===== src/rtl/mem_arbiter_if.sv =====
// Bundle of the fetch port, data port and backing-memory handshake signals shared by
// the arbiter (slave view) and its surrounding pipeline/memory environment (master view).
interface mem_arbiter_if;
    logic        i_req;
    logic [15:0] i_addr;
    logic [15:0] i_rdata;
    logic        i_done;
    logic        i_stall;
    logic        i_err;

    logic        d_req;
    logic        d_wr;
    logic [15:0] d_addr;
    logic [15:0] d_wdata;
    logic [15:0] d_rdata;
    logic        d_done;
    logic        d_stall;
    logic        d_err;

    logic        mem_req;
    logic        mem_wr;
    logic [15:0] mem_addr;
    logic [15:0] mem_wdata;
    logic [15:0] mem_rdata;
    logic        mem_done;
    logic        mem_err;

    modport slave (
        input  i_req, i_addr,
        input  d_req, d_wr, d_addr, d_wdata,
        input  mem_rdata, mem_done, mem_err,
        output i_rdata, i_done, i_stall, i_err,
        output d_rdata, d_done, d_stall, d_err,
        output mem_req, mem_wr, mem_addr, mem_wdata
    );

    modport master (
        output i_req, i_addr,
        output d_req, d_wr, d_addr, d_wdata,
        output mem_rdata, mem_done, mem_err,
        input  i_rdata, i_done, i_stall, i_err,
        input  d_rdata, d_done, d_stall, d_err,
        input  mem_req, mem_wr, mem_addr, mem_wdata
    );
endinterface


===== src/rtl/mem_arbiter.sv =====
// Serializes fetch (read-only) and data (read/write) accesses onto one multi-cycle
// 16-bit memory, with a bounded starvation guard that eventually favours fetch.
module mem_arbiter #(
    parameter int STARVE_LIMIT = 4
) (
    input  logic         clk,
    input  logic         rst,
    mem_arbiter_if.slave bus
);
    localparam logic [2:0] IDLE   = 3'd0;
    localparam logic [2:0] BUSY_I = 3'd1;
    localparam logic [2:0] BUSY_D = 3'd2;
    localparam logic [2:0] ERR_I  = 3'd3;
    localparam logic [2:0] ERR_D  = 3'd4;

    localparam logic [3:0] LIMIT = 4'(STARVE_LIMIT);

    logic [2:0]  state_q, state_d;
    logic [3:0]  starve_q, starve_d;
    logic        mem_req_q, mem_req_d;
    logic        mem_wr_q, mem_wr_d;
    logic [15:0] mem_addr_q, mem_addr_d;
    logic [15:0] mem_wdata_q, mem_wdata_d;

    logic grant_i, grant_d;
    logic i_fin, d_fin;

    // Data wins ties until it has been granted LIMIT times in a row over a waiting fetch.
    assign grant_i = (state_q == IDLE) && bus.i_req && (!bus.d_req || (starve_q == LIMIT));
    assign grant_d = (state_q == IDLE) && bus.d_req && !grant_i;

    assign i_fin = (state_q == BUSY_I) && bus.mem_done;
    assign d_fin = (state_q == BUSY_D) && bus.mem_done;

    always_comb begin
        state_d     = state_q;
        starve_d    = starve_q;
        mem_req_d   = 1'b0;
        mem_wr_d    = mem_wr_q;
        mem_addr_d  = mem_addr_q;
        mem_wdata_d = mem_wdata_q;
        case (state_q)
            IDLE: begin
                if (grant_i) begin
                    starve_d = 4'd0;
                    if (bus.i_addr[0]) begin
                        state_d = ERR_I;
                    end else begin
                        state_d     = BUSY_I;
                        mem_req_d   = 1'b1;
                        mem_wr_d    = 1'b0;
                        mem_addr_d  = bus.i_addr;
                        mem_wdata_d = 16'h0000;
                    end
                end else if (grant_d) begin
                    if (!bus.i_req)
                        starve_d = 4'd0;
                    else if (starve_q < LIMIT)
                        starve_d = starve_q + 4'd1;
                    if (bus.d_addr[0]) begin
                        state_d = ERR_D;
                    end else begin
                        state_d     = BUSY_D;
                        mem_req_d   = 1'b1;
                        mem_wr_d    = bus.d_wr;
                        mem_addr_d  = bus.d_addr;
                        mem_wdata_d = bus.d_wdata;
                    end
                end
            end
            BUSY_I:  if (bus.mem_done) state_d = IDLE;
            BUSY_D:  if (bus.mem_done) state_d = IDLE;
            ERR_I:   state_d = IDLE;
            ERR_D:   state_d = IDLE;
            default: state_d = IDLE;
        endcase
    end

    always_ff @(posedge clk) begin
        if (rst) begin
            state_q     <= IDLE;
            starve_q    <= 4'd0;
            mem_req_q   <= 1'b0;
            mem_wr_q    <= 1'b0;
            mem_addr_q  <= 16'h0000;
            mem_wdata_q <= 16'h0000;
        end else begin
            state_q     <= state_d;
            starve_q    <= starve_d;
            mem_req_q   <= mem_req_d;
            mem_wr_q    <= mem_wr_d;
            mem_addr_q  <= mem_addr_d;
            mem_wdata_q <= mem_wdata_d;
        end
    end

    assign bus.mem_req   = mem_req_q;
    assign bus.mem_wr    = mem_wr_q;
    assign bus.mem_addr  = mem_addr_q;
    assign bus.mem_wdata = mem_wdata_q;

    // Responses are combinational so done lands in the same cycle as mem_done.
    assign bus.i_done  = i_fin || (state_q == ERR_I);
    assign bus.i_err   = (i_fin && bus.mem_err) || (state_q == ERR_I);
    assign bus.i_rdata = i_fin ? bus.mem_rdata : 16'h0000;
    assign bus.i_stall = bus.i_req && !bus.i_done;

    assign bus.d_done  = d_fin || (state_q == ERR_D);
    assign bus.d_err   = (d_fin && bus.mem_err) || (state_q == ERR_D);
    assign bus.d_rdata = d_fin ? bus.mem_rdata : 16'h0000;
    assign bus.d_stall = bus.d_req && !bus.d_done;
endmodule

===== src/flat_wrapper.sv =====
// flat-port wrapper written by rule: the top's interface ports become plain ports
module mem_arbiter_flat 
#(
    parameter int STARVE_LIMIT = 4
)
  (clk, rst, bus_i_req, bus_i_addr, bus_d_req, bus_d_wr, bus_d_addr, bus_d_wdata, bus_mem_rdata, bus_mem_done, bus_mem_err, bus_i_rdata, bus_i_done, bus_i_stall, bus_i_err, bus_d_rdata, bus_d_done, bus_d_stall, bus_d_err, bus_mem_req, bus_mem_wr, bus_mem_addr, bus_mem_wdata);
  mem_arbiter_if bus_i ();
  input  logic clk;
  input  logic rst;
  input wire logic [$bits(bus_i.i_req)-1:0] bus_i_req;
  input wire logic [$bits(bus_i.i_addr)-1:0] bus_i_addr;
  input wire logic [$bits(bus_i.d_req)-1:0] bus_d_req;
  input wire logic [$bits(bus_i.d_wr)-1:0] bus_d_wr;
  input wire logic [$bits(bus_i.d_addr)-1:0] bus_d_addr;
  input wire logic [$bits(bus_i.d_wdata)-1:0] bus_d_wdata;
  input wire logic [$bits(bus_i.mem_rdata)-1:0] bus_mem_rdata;
  input wire logic [$bits(bus_i.mem_done)-1:0] bus_mem_done;
  input wire logic [$bits(bus_i.mem_err)-1:0] bus_mem_err;
  output wire logic [$bits(bus_i.i_rdata)-1:0] bus_i_rdata;
  output wire logic [$bits(bus_i.i_done)-1:0] bus_i_done;
  output wire logic [$bits(bus_i.i_stall)-1:0] bus_i_stall;
  output wire logic [$bits(bus_i.i_err)-1:0] bus_i_err;
  output wire logic [$bits(bus_i.d_rdata)-1:0] bus_d_rdata;
  output wire logic [$bits(bus_i.d_done)-1:0] bus_d_done;
  output wire logic [$bits(bus_i.d_stall)-1:0] bus_d_stall;
  output wire logic [$bits(bus_i.d_err)-1:0] bus_d_err;
  output wire logic [$bits(bus_i.mem_req)-1:0] bus_mem_req;
  output wire logic [$bits(bus_i.mem_wr)-1:0] bus_mem_wr;
  output wire logic [$bits(bus_i.mem_addr)-1:0] bus_mem_addr;
  output wire logic [$bits(bus_i.mem_wdata)-1:0] bus_mem_wdata;
  assign bus_i.i_req = bus_i_req;
  assign bus_i.i_addr = bus_i_addr;
  assign bus_i.d_req = bus_d_req;
  assign bus_i.d_wr = bus_d_wr;
  assign bus_i.d_addr = bus_d_addr;
  assign bus_i.d_wdata = bus_d_wdata;
  assign bus_i.mem_rdata = bus_mem_rdata;
  assign bus_i.mem_done = bus_mem_done;
  assign bus_i.mem_err = bus_mem_err;
  assign bus_i_rdata = bus_i.i_rdata;
  assign bus_i_done = bus_i.i_done;
  assign bus_i_stall = bus_i.i_stall;
  assign bus_i_err = bus_i.i_err;
  assign bus_d_rdata = bus_i.d_rdata;
  assign bus_d_done = bus_i.d_done;
  assign bus_d_stall = bus_i.d_stall;
  assign bus_d_err = bus_i.d_err;
  assign bus_mem_req = bus_i.mem_req;
  assign bus_mem_wr = bus_i.mem_wr;
  assign bus_mem_addr = bus_i.mem_addr;
  assign bus_mem_wdata = bus_i.mem_wdata;
  mem_arbiter #(.STARVE_LIMIT(STARVE_LIMIT)) u_core (.clk(clk), .rst(rst), .bus(bus_i));
endmodule

===== config.mk =====
export PLATFORM = sky130hd
export DESIGN_NAME = mem_arbiter_flat
export DESIGN_NICKNAME = d
export VERILOG_FILES = /design/src/rtl/mem_arbiter_if.sv /design/src/rtl/mem_arbiter.sv /design/src/flat_wrapper.sv
export SDC_FILE = /design/constraint.sdc
export NUM_CORES = 1
export LEC_CHECK = 0
export ABC_AREA = 1
export CORE_MARGIN = 2
export CORE_UTILIZATION = 38
export DETAILED_ROUTE_END_ITERATION = 7
export PLACE_DENSITY = 0.81
export SLEW_MARGIN = 20
export SYNTH_ARGS = -nofsm -noshare
export SYNTH_HDL_FRONTEND = slang
export SYNTH_SLANG_ARGS = --single-unit
export TNS_END_PERCENT = 50

===== constraint.sdc =====
create_clock -name clk -period 1.7 [get_ports clk]
set_input_delay 0.255 -clock clk [delete_from_list [all_inputs] [get_ports clk]]
set_output_delay 0.255 -clock clk [all_outputs]
set_load 0.02 [all_outputs]

==> results.md <==
- The number of warnings printed during yosys synthesis is 0.
- STA classifies the critical path startpoint as a flip-flop.
- Global routing used 20.52% of the available tracks.
- Among all flip-flop cells after synthesis, the most frequent one is sky130_fd_sc_hd__dfxtp_1.
- Based on the critical path, the design can be clocked at up to 0.6112 GHz.
- After synthesis, flip-flops and latches occupy 33.63% of the total area.
- The compound-cell area share of the yosys netlist is 9.459%.
- The flow ran to the end, and the final reports show no timing, DRC or antenna violations.
- The cell-internal power is 2.055 mW.
- In this run the deepest clock path goes through 2 buffers.
- Yosys mapped a number of flops with a built-in enable equal to 0.
- The count of max-cap constraint violations is 0.
- The via count of the first global-routing pass came to 2662.
- The layout cell share with drive strength beyond 1 is 19.20%.
- Of all nets on the critical path, the largest fanout is 5.
- The type of the most critical hold path is in2reg.
- The synthesized netlist devotes 45.03% of its cell area to simple gates.
- For this configuration, the core starts out at a cell density of 39.75%.
- The worst-skew pair later-pin latency is 0.29 ns.
- The area inside the core boundary is 5991 um^2.
- The number of nets in the layout is 599.
- The highest ir drop seen on vdd is 0.0005232 V.
- The number of synthesized register bits is 40.
- The final setup violation count is 0.
- Routability-driven placement finished with a final weighted congestion of 0.7622.
- The global-route wire length before repair is 12.08 mm.
- The average vias per placed instance is 4.779.
- The CTS tree is yes.
- The first-pass detailed-route iteration total is 4.
- The number of buffers inserted by post-CTS setup repair is 0.
- The delay contributed by the slowest stage of the critical path is 0.34 ns.
- By area, the combinational part of the netlist is dominated by simple AND/OR/NAND/NOR gates.
- The area added between synthesis and finish is 70.99%.
- The total global routing overflow is 0.
- For flop-to-flop paths, the worst setup slack is 0.14 ns.
- The height of the die is 83.16 um.
- The number of nets in the synthesized netlist is 445.
- The routed length per placed instance is 12.38 um.
- The share of the synthesized netlist area taken by xor and xnor gates is 0%.
- The share of synthesized cell area in full adder, half adder and majority cells is 1.051%.
- Between clock sinks in the finished design, the worst skew comes to 0.006571 ns.
- The worst path required time is 1.44 ns.
- The endpoint of the worst hold path is u_core.state_q[2].
- After clock tree synthesis, the clock-pin slew on the worst setup and hold paths is 0.08 ns.
- Of the total power, the clock network draws 18.8%.
- Of the total power, the share spent switching nets is 35.69%.
- The endpoint of the lowest-slack register-to-register path is u_core.bus.mem_req.
- The worst setup path is captured at an output pin.
- The share of flip-flops with an asynchronous set or reset after synthesis is 0%.
- Counting every instance in the synthesized netlist gives 372.
- A synthesized cell averages 6.401 um^2.
- The smallest clock period supported by the final layout is computed as 1.636 ns.
- Walking the worst path, the cells encountered are inv_2, nand4_1, buf_4, nor2_1, buf_2.
- The worst hold path begins at bus_mem_done.
- The multi-input logic area is 1391 um^2.
- In this run, distinct cell masters in the synthesized netlist total 27.
- For the worst setup path, the data arrival time is 1.38 ns.
- The mapped cell area is 2381 um^2.
- The final critical-path share of the clock period is 96.24%.
- The number of buffers created by CTS is 5.
- In this run, the combinational gates consume 46.0% of the power.
- The number of antenna diodes in the final layout is 0.
- The H-tree depth is 2.
- The floorplan step defined a die boundary enclosing 6915 um^2.
- Sequential cells burn 35.2% of the power.
- In the routed design, unresolved DRC markers number 0.
- The HPWL reported at the end of detailed placement is 5.661 mm.
- The portion of synthesized area spent on multiplexers is 0%.
- Once placement completed, the tool counted placed cells totaling 593.
- The count of nets left with antenna violations after detail routing is 0.
- The post-layout instance count excluding filler cells is 601.
- Setup repair after global routing could not meet its margin everywhere.
- The net switching power of the design is 1.140 mW.
- The clock tree root buffer cell is sky130_fd_sc_hd__clkbuf_8.
- Among all stages on the critical path, the largest delay is contributed by sky130_fd_sc_hd__dfxtp_2.
- The width of the chip is 83.16 um.
- The boundary pin count is 143.
- The total power density per cell area is 784.7 nW/um^2.
- The CTS sink count is 40.
- The static leakage power is 2.042 nW.
- The critical path starts at u_core.state_q[1].
- The initial antenna violation count is 0.
- The critical path is of the reg2out type.
- Measured in cells, the most critical reg-to-reg path has a length of 9.
- The register cell area after layout is 804.5 um^2.
- The count of buffers inserted at the top-level ports is 141.
- Entering global routing, the biggest net connects 36 pins.
- The startpoint identified for the worst register-to-register timing path is u_core.starve_q[1].
- The hold-critical path depth is 5.
- After floorplanning, the core was divided into 28 placement rows.
- The via count is 2872.
- The detailed router's first-iteration violation count is 127.
- Cells fill 67.96% of the core in the end.
- The max-slew violation total from the final report is 0.
- The number of endpoints with negative hold slack in the final report is 0.
- The layout filler cell count is 506.
- Summed over all layers, the routed wires come to 7.441 mm.
flip-flops by register name, indices dropped and copies added (netlist names):
register	cells
u_core.bus.mem_wr	1
u_core.bus.mem_wdata	16
u_core.starve_q	4
u_core.state_q	3
u_core.bus.mem_addr	15
u_core.bus.mem_req	1
layout make-up:
cell class	count	share of cell area (%)
timing repair buffer	171	39.00
multi-input combinational	278	34.17
sequential	40	19.76
inverter	30	2.766
tap	75	2.305
clock buffer	5	1.690
clock inverter	2	0.3073
power by group through the flow:
| stage | clock, mW | combinational, mW | sequential (mW) |
|---|---|---|---|
| 4_1_cts | 0.610 | 1.43 | 1.12 |
| 3_5_place_dp | 0 | 1.46 | 1.14 |
| 2_1_floorplan | 0 | 0.646 | 1.27 |
| 6_report | 0.599 | 1.47 | 1.13 |
| 5_1_grt | 0.657 | 1.60 | 1.14 |
| 3_3_place_gp | 0 | 1.43 | 1.14 |
per-layer routing:
layer	share of wire (%)	vias to the layer above	GRT usage (%)
li1	-	1468	-
met4	1.6	0	6.259
met5	0	-	0
met2	51	84	36.22
met3	5.9	12	5.765
met1	41	1308	24.02
synthesized netlist by cell type, drive strengths merged (2+ instances only):
cell    count  area [um^2]
a21boi     13        97.59
a21oi      21        105.1
buf        16        111.4
clkbuf      8        30.03
dfxtp      40        800.8
ha          2        25.02
inv        29        108.9
nand2     105        401.6
nand3      23        120.1
nand3b     29        221.5
nand4       2        12.51
nor2       75        300.3
nor3        2        10.01
o21ai       3        15.01
cell usage in the layout (no fill, tap or decap):
master / n
sky130_fd_sc_hd__clkdlybuf4s50_1: 102
sky130_fd_sc_hd__nand2_1: 100
sky130_fd_sc_hd__nor2_1: 62
sky130_fd_sc_hd__dfxtp_1: 37
sky130_fd_sc_hd__buf_4: 31
sky130_fd_sc_hd__nand3b_1: 28
sky130_fd_sc_hd__inv_1: 26
sky130_fd_sc_hd__nand3_1: 22
sky130_fd_sc_hd__a21oi_1: 21
sky130_fd_sc_hd__buf_2: 20
sky130_fd_sc_hd__a21boi_1: 13
sky130_fd_sc_hd__nor2_2: 11
sky130_fd_sc_hd__buf_6: 9
sky130_fd_sc_hd__clkbuf_8: 5
sky130_fd_sc_hd__nand2_4: 4
sky130_fd_sc_hd__buf_12: 4
sky130_fd_sc_hd__inv_2: 3
sky130_fd_sc_hd__o21ai_0: 3
sky130_fd_sc_hd__dfxtp_2: 3
sky130_fd_sc_hd__nand4_1: 2
sky130_fd_sc_hd__nor3_1: 2
sky130_fd_sc_hd__ha_1: 2
sky130_fd_sc_hd__clkbuf_2: 2
sky130_fd_sc_hd__buf_8: 2
sky130_fd_sc_hd__nor2_4: 1
sky130_fd_sc_hd__nor2_8: 1
sky130_fd_sc_hd__nand2_2: 1
sky130_fd_sc_hd__nand3_4: 1
sky130_fd_sc_hd__nand3b_2: 1
sky130_fd_sc_hd__clkinv_1: 1
sky130_fd_sc_hd__and3_1: 1
sky130_fd_sc_hd__o21a_1: 1
sky130_fd_sc_hd__conb_1: 1
sky130_fd_sc_hd__clkinvlp_4: 1
sky130_fd_sc_hd__clkinv_2: 1
sky130_fd_sc_hd__dlymetal6s2s_1: 1
how the worst max path moves through the flow:
stage / end / slack, ns / cells after the start
detailed placement: bus_d_rdata[3] / -0.40 / 5
floorplan: u_core.state_q[1] / 0.12 / 9
global placement: bus_i_rdata[2] / -0.34 / 5
global route: bus_i_rdata[15] / -0.05 / 5
CTS: bus_d_rdata[2] / -0.04 / 5
finish: bus_i_rdata[15] / 0.06 / 5
worst max-delay path: cells and delay by family (launching register included):
kind | cells | cell delay (ns)
buffers and inverters | 3 | 0.46
DFF | 1 | 0.34
and+or+nand+nor | 2 | 0.28
repair_timing:
item / 4_1_cts / 5_1_grt
gates resized for setup: 141 / 66
endpoints found under the hold margin: 0 / 0
setup endpoints to repair: 46 / 68
hold buffers: 0 / 0
gates cloned: 0 / 1
pin swaps: 1 / 1
cells by family after synthesis:
kind of cell / after synthesis
and+or+nand+nor: 237
buffers and inverters: 54
DFF: 40
AOI/OAI and AO/OA: 38
adders and majority gates: 2
other: 1
stage by stage:
stage	setup slack, ns	setup TNS [ns]	hold slack (ns)	cell area, um^2	power, mW
finish	0.06395	0	0.4517	4071	3.195
CTS	-0.03782	-0.1626	0.4639	3960	3.161
global placement	-0.3394	-13.31	0.4455	4013	2.572
global route	-0.05386	-0.3342	0.4872	4071	3.394
floorplan	0.1224	0	0.3241	2381	1.920
detailed placement	-0.3980	-15.49	0.4535	4013	2.600
(Power assumes the default switching activity.)
